--- src/rtl/audio_path_pkg.sv ---
// Shared types and constants for the audio sample path controller.
package audio_path_pkg;

   typedef enum logic [1:0] {
      IDLE     = 2'd0,
      ROM_WAIT = 2'd1,
      FILT     = 2'd2,
      PUSH     = 2'd3
   } audio_state_t;

   localparam int AP_DATA_W       = 24;
   localparam int AP_FILT_LOG2    = 3;
   localparam int AP_DROP_TIMEOUT = 1024;

endpackage

--- src/rtl/moving_avg.sv ---
// One channel of the moving-average filter: tap history, running sum and
// the arithmetic divide by 2**FILT_LOG2 of the post-update sum.
module moving_avg #(
   parameter int DATA_W    = 24,
   parameter int FILT_LOG2 = 3
) (
   input  logic              i_clk,
   input  logic              i_rst_n,
   input  logic              i_clr,
   input  logic              i_en,
   input  logic [DATA_W-1:0] i_sample,
   output logic [DATA_W-1:0] o_avg
);

   localparam int N  = 2**FILT_LOG2;
   localparam int SW = DATA_W + FILT_LOG2;

   logic [N-1:0][DATA_W-1:0] r_hist;
   logic [SW-1:0]            r_sum;
   logic [SW-1:0]            w_new;
   logic [SW-1:0]            w_old;
   logic [SW-1:0]            w_sum_nxt;

   assign w_new     = {{FILT_LOG2{i_sample[DATA_W-1]}}, i_sample};
   assign w_old     = {{FILT_LOG2{r_hist[N-1][DATA_W-1]}}, r_hist[N-1]};
   assign w_sum_nxt = r_sum + w_new - w_old;
   // Top DATA_W bits of the sum are the sum >>> FILT_LOG2 (floor division).
   assign o_avg     = w_sum_nxt[SW-1 -: DATA_W];

   always_ff @(posedge i_clk or negedge i_rst_n) begin
      if (!i_rst_n) begin
         r_hist <= '0;
         r_sum  <= '0;
      end else if (i_clr) begin
         r_hist <= '0;
         r_sum  <= '0;
      end else if (i_en) begin
         r_hist <= {r_hist[N-2:0], i_sample};
         r_sum  <= w_sum_nxt;
      end
   end

endmodule

--- src/rtl/audio_path_ctrl.sv ---
// Sequences ADC pop -> (tone ROM) -> moving-average filter -> DAC push.
// Optional build macro AUDIO_PATH_CTRL_DROP_EN adds a PUSH timeout and drop_count.
module audio_path_ctrl
   import audio_path_pkg::*;
#(
   parameter int DATA_W    = AP_DATA_W,
   parameter int ROM_DEPTH = 48,
   parameter int FILT_LOG2 = AP_FILT_LOG2
) (
   input  logic                         CLOCK_50,
   input  logic                         reset_n,
   input  logic                         mode_sel,
   input  logic                         filter_en,
   input  logic                         read_ready,
   output logic                         read,
   input  logic [DATA_W-1:0]            readdata_left,
   input  logic [DATA_W-1:0]            readdata_right,
   input  logic                         write_ready,
   output logic                         write,
   output logic [DATA_W-1:0]            writedata_left,
   output logic [DATA_W-1:0]            writedata_right,
   output logic [$clog2(ROM_DEPTH)-1:0] rom_addr,
   input  logic [DATA_W-1:0]            rom_data,
   output logic                         busy
`ifdef AUDIO_PATH_CTRL_DROP_EN
   ,
   output logic [7:0]                   drop_count
`endif
);

   localparam int AW = $clog2(ROM_DEPTH);

   audio_state_t     r_state, w_state_nxt;
   logic             r_mode, r_filt;
   logic [DATA_W-1:0] r_raw_l, r_raw_r;
   logic [DATA_W-1:0] r_wd_l, r_wd_r;
   logic [AW-1:0]    r_rom_addr;
   logic [DATA_W-1:0] w_samp_l, w_samp_r, w_avg_l, w_avg_r;
   logic             w_clr, w_upd, w_timeout;

   assign w_clr    = read && (mode_sel != r_mode);
   assign w_upd    = (r_state == FILT);
   assign w_samp_l = r_mode ? rom_data : r_raw_l;
   assign w_samp_r = r_mode ? rom_data : r_raw_r;

   always_ff @(posedge CLOCK_50 or negedge reset_n) begin
      if (!reset_n) r_state <= IDLE;
      else          r_state <= w_state_nxt;
   end

   always_comb begin
      w_state_nxt = r_state;
      case (r_state)
         IDLE:     if (read_ready) w_state_nxt = mode_sel ? ROM_WAIT : FILT;
         ROM_WAIT: w_state_nxt = FILT;
         FILT:     w_state_nxt = PUSH;
         PUSH:     if (write_ready || w_timeout) w_state_nxt = IDLE;
         default:  w_state_nxt = IDLE;
      endcase
   end

   // read is gated by reset_n so every output is low while reset is held.
   always_comb begin
      read  = 1'b0;
      write = 1'b0;
      busy  = (r_state != IDLE);
      case (r_state)
         IDLE:    read  = reset_n & read_ready;
         PUSH:    write = write_ready;
         default: ;
      endcase
   end

   always_ff @(posedge CLOCK_50 or negedge reset_n) begin
      if (!reset_n) begin
         r_mode     <= 1'b0;
         r_filt     <= 1'b0;
         r_raw_l    <= '0;
         r_raw_r    <= '0;
         r_wd_l     <= '0;
         r_wd_r     <= '0;
         r_rom_addr <= '0;
      end else begin
         if (read) begin
            r_raw_l <= readdata_left;
            r_raw_r <= readdata_right;
            r_mode  <= mode_sel;
            r_filt  <= filter_en;
            if (mode_sel != r_mode) r_rom_addr <= '0;
         end
         if (r_state == FILT) begin
            r_wd_l <= r_filt ? w_avg_l : w_samp_l;
            r_wd_r <= r_filt ? w_avg_r : w_samp_r;
            if (r_mode)
               r_rom_addr <= (r_rom_addr == AW'(ROM_DEPTH-1)) ? '0 : r_rom_addr + AW'(1);
         end
      end
   end

   assign writedata_left  = r_wd_l;
   assign writedata_right = r_wd_r;
   assign rom_addr        = r_rom_addr;

`ifdef AUDIO_PATH_CTRL_DROP_EN
   localparam int WW = $clog2(AP_DROP_TIMEOUT);

   logic [WW-1:0] r_wait;
   logic [7:0]    r_drop;

   assign w_timeout = (r_state == PUSH) && !write_ready && (r_wait == WW'(AP_DROP_TIMEOUT-1));

   always_ff @(posedge CLOCK_50 or negedge reset_n) begin
      if (!reset_n) begin
         r_wait <= '0;
         r_drop <= '0;
      end else begin
         r_wait <= (r_state == PUSH) ? r_wait + WW'(1) : '0;
         if (w_timeout && r_drop != 8'hFF) r_drop <= r_drop + 8'd1;
      end
   end

   assign drop_count = r_drop;
`else
   assign w_timeout = 1'b0;
`endif

   moving_avg #(.DATA_W(DATA_W), .FILT_LOG2(FILT_LOG2)) u_avg_l (
      .i_clk(CLOCK_50), .i_rst_n(reset_n), .i_clr(w_clr), .i_en(w_upd),
      .i_sample(w_samp_l), .o_avg(w_avg_l)
   );

   moving_avg #(.DATA_W(DATA_W), .FILT_LOG2(FILT_LOG2)) u_avg_r (
      .i_clk(CLOCK_50), .i_rst_n(reset_n), .i_clr(w_clr), .i_en(w_upd),
      .i_sample(w_samp_r), .o_avg(w_avg_r)
   );

endmodule

--- config.mk ---
export PLATFORM = sky130hd
export DESIGN_NAME = audio_path_ctrl
export DESIGN_NICKNAME = d
export VERILOG_FILES = /design/src/rtl/audio_path_pkg.sv /design/src/rtl/moving_avg.sv /design/src/rtl/audio_path_ctrl.sv
export SDC_FILE = /design/constraint.sdc
export NUM_CORES = 1
export LEC_CHECK = 0
export ABC_AREA = 0
export CORE_UTILIZATION = 50
export CTS_CLUSTER_SIZE = 12
export DETAILED_ROUTE_END_ITERATION = 12
export HOLD_SLACK_MARGIN = 0.03
export PLACE_DENSITY = 0.68
export SYNTH_ARGS = -nofsm -noshare
export SYNTH_HDL_FRONTEND = slang
export SYNTH_HIERARCHICAL = 1
export SYNTH_SLANG_ARGS = --single-unit
--- constraint.sdc ---
create_clock -name CLOCK_50 -period 6.1 [get_ports CLOCK_50]
set_input_delay 1.22 -clock CLOCK_50 [delete_from_list [all_inputs] [get_ports CLOCK_50]]
set_output_delay 1.22 -clock CLOCK_50 [all_outputs]
set_load 0.01 [all_outputs]
==> flow_metrics.env <==
export IMPL_seq_area_um2=13600
export IMPL_core_area_um2=55000
export IMPL_io_pins=135
export IMPL_first_pass_iters=6
export IMPL_holdPathStages=2
export IMPL_cts_sinks=544
export IMPL_critPathTopFamily="simple AND/OR/NAND/NOR gates"
export IMPL_setup_violations=0
export IMPL_via_count=18700
export IMPL_drcViolationCount=0
export IMPL_hold_violations=0
export IMPL_numCtsBuffers=56
export IMPL_min_path_type="flip-flop to flip-flop"
export IMPL_ys_top_cells_by_area="dfrtp_1 49%, mux2i_1 15%, nor2_1 6.2%"
export IMPL_multi_input_area_um2=12500
export IMPL_post_route_period_util_pct=77.3
export IMPL_place_ws_ns=0.802
export IMPL_htreeDepth=2
export IMPL_final_cell_mix="542 x dfrtp_1, 460 x nor2_1, 430 x mux2i_1, 274 x inv_1, 192 x nand2_1"
export IMPL_start_util_pct=50.6
export IMPL_cts_hold_buffers=0
export IMPL_synth_ff_type="dfrtp_1"
export IMPL_routed_wl_mm=63.2
export IMPL_maxCapViolations=0
export IMPL_grt_pass1_vias=19100
export IMPL_layout_drive_gt1_share_pct=6.47
export IMPL_cts_setup_buffers=0
export IMPL_insertion_delay_ns=0.60
export IMPL_wire_per_inst_um=17.9
export IMPL_synthToLayoutAreaGrowth_pct=13.3
export IMPL_nets=2945
export IMPL_synth_seq_cells=544
export IMPL_cts_tree="done"
export IMPL_place_congestion=0.898
export IMPL_setup_tns_ns=0
export IMPL_path_max_fanout=6
export IMPL_syn_area_per_cell_um2=10.3
export IMPL_grt_pass1_wl_mm=103
export IMPL_slew_viol_final=0
export IMPL_grt_setup_unrepaired="false"
export IMPL_yosys_warnings=6
export IMPL_ys_seq_area_share_pct=49.0
export IMPL_ys_types=67
export IMPL_setup_ws_ns=1.39
export IMPL_end_kind="flip-flop"
export IMPL_holdWs_ns=0.477
export IMPL_syn_inst=2698
export IMPL_fill_cells=4774
export IMPL_drtIter0Drc=1178
export IMPL_path_clk_slew_ns=0.06
export IMPL_critical_path_class="input port to flip-flop"
export IMPL_grt_max_degree=178
export IMPL_ctsResizeCount=0
export IMPL_status="finished clean"
export IMPL_r2r_start="r_mode"
export IMPL_rows=86
export IMPL_maxSlewHeadroom_pct=36.0
export IMPL_via_per_inst=5.29
export IMPL_hpwlAfterDp_mm=42.9
export IMPL_min_to="r_raw_l[0]"
export IMPL_synth_top_area_share_pct=49.0
export IMPL_max_freq_mhz=212
export IMPL_yosys_area_top_type="dfrtp_1"
export IMPL_finClkSkew_ns=0.0137
export IMPL_cp_slowest_cell="clkdlybuf4s50_1"
export IMPL_synth_edff_count=0
export IMPL_dieArea_um2=56600
export IMPL_r2r_end="writedata_left[22]"
export IMPL_min_period_ns=4.71
export IMPL_antenna_found_initial=4
export IMPL_portBuffers=134
export IMPL_clockBufferDepth=3
export IMPL_path_cells="clkdlybuf4s50_1, mux2_2, inv_1, fa_1, inv_1, ha_1, nand4_1, nor4_1, o21ai_0, a31oi_1, nand3_1, nand2_1, xor2_1, nand2b_1, o211ai_2, o21ai_0"
export IMPL_start_kind="input port"
export IMPL_reg2reg_depth=15
export IMPL_worst_pin_slew_ns=0.960
export IMPL_dieHeight_um=238
export IMPL_syn_num_nets=2889
export IMPL_r2r_setup_slack_ns=1.51
export IMPL_die_x_um=238
export IMPL_cp_arrival_ns=5.17
export IMPL_mostFrequentLayoutCell="dfrtp_1"
export IMPL_holdCritStartpoint="r_raw_l[0]"
export IMPL_cp_buffers_inverters=3
export IMPL_grt_overflow_total=0
export IMPL_grt_usage_pct=22.9
export IMPL_ant_nets=0
export IMPL_cp_required_ns=6.55
export IMPL_root_buffer="clkbuf_16"
export IMPL_critical_path_max_stage_delay_ns=0.67
export IMPL_synthArstFlopShare_pct=100
export IMPL_syn_area_um2=27800
per-layer routing:
metal / global-route usage, % / part of all wire, % / vias to the layer above
li1: - / - / 8918
met1: 31.2 / 45 / 9346
met2: 37.5 / 48 / 348
met3: 3.40 / 4.1 / 99
met4: 7.70 / 2.8 / 0
met5: 0 / 0 / -
stage by stage:
step           instances  instance area, um2  utilization (%)
2_1_floorplan       2698               27800                -
3_3_place_gp        3444               29700             54.1
3_5_place_dp        3444               29700             54.1
4_1_cts             3532               31500             57.3
5_1_grt             3535               31500             57.3
6_report            3535               31500             57.3
layout make-up:
class | count | area share (%)
sequential | 544 | 43.2
multi-input combinational | 1719 | 39.7
clock inverter | 10 | 0.572
antenna | 3 | 0.0238
inverter | 277 | 3.30
clock buffer | 78 | 5.03
timing repair buffer | 156 | 5.16
tap | 748 | 2.97
logic make-up after synthesis:
kind of cell | share of synthesized area (%)
buffers and inverters | 6.13
adders and majority gates | 6.49
muxes | 18.2
xor gates and xnor gates | 1.69
AOI/OAI and AO/OA | 6.55
and+or+nand+nor | 12.0
DFF | 49.0
worst max path at each step:
stage | startpoint | endpoint | slack (ns) | cells past startpoint
2_1_floorplan | rom_data[1] | writedata_left[21] | 1.89 | 16
4_1_cts | rom_data[1] | writedata_right[21] | 1.46 | 17
3_3_place_gp | rom_data[1] | writedata_left[21] | 0.90 | 17
3_5_place_dp | rom_data[1] | writedata_right[21] | 0.80 | 17
5_1_grt | rom_data[4] | writedata_left[21] | 1.21 | 17
6_report | rom_data[8] | writedata_left[22] | 1.39 | 16
state kept, by name, indices dropped and copies added (netlist names):
signal,count
r_filt,1
r_mode,1
r_raw_l,24
r_raw_r,24
r_state,2
rom_addr,6
u_avg_l/r_hist,192
u_avg_l/r_sum,27
u_avg_r/r_hist,192
u_avg_r/r_sum,27
writedata_left,24
writedata_right,24
worst register-to-register path, delay by kind of cell (launching register included):
family | cells | cell delay [ns]
flops | 1 | 1.00
compound gates | 4 | 0.83
mux | 1 | 0.44
xor+xnor | 1 | 0.06
simple gates | 5 | 1.05
fa+ha+maj | 2 | 0.92
buf+inv | 2 | 0.14
cells in the mapped netlist (6+ instances only):
library cell / number
a211o_1: 7
a211oi_1: 6
a21o_1: 16
a21oi_1: 59
buf_1: 52
buf_2: 23
clkbuf_1: 77
dfrtp_1: 544
fa_1: 52
ha_1: 61
inv_1: 274
mux2_2: 16
mux2_4: 35
mux2i_1: 430
nand2_1: 192
nand2b_1: 55
nand3_1: 26
nand4_1: 6
nor2_1: 461
nor2b_1: 10
nor3_1: 10
o211ai_1: 49
o21a_1: 14
o21ai_0: 38
o21ai_1: 39
o21bai_1: 8
xnor2_1: 32
xor2_1: 18
Power is left out: the tool's default activity adds up to more than one toggle a clock period on the data nets, which glitch-free logic cannot reach.
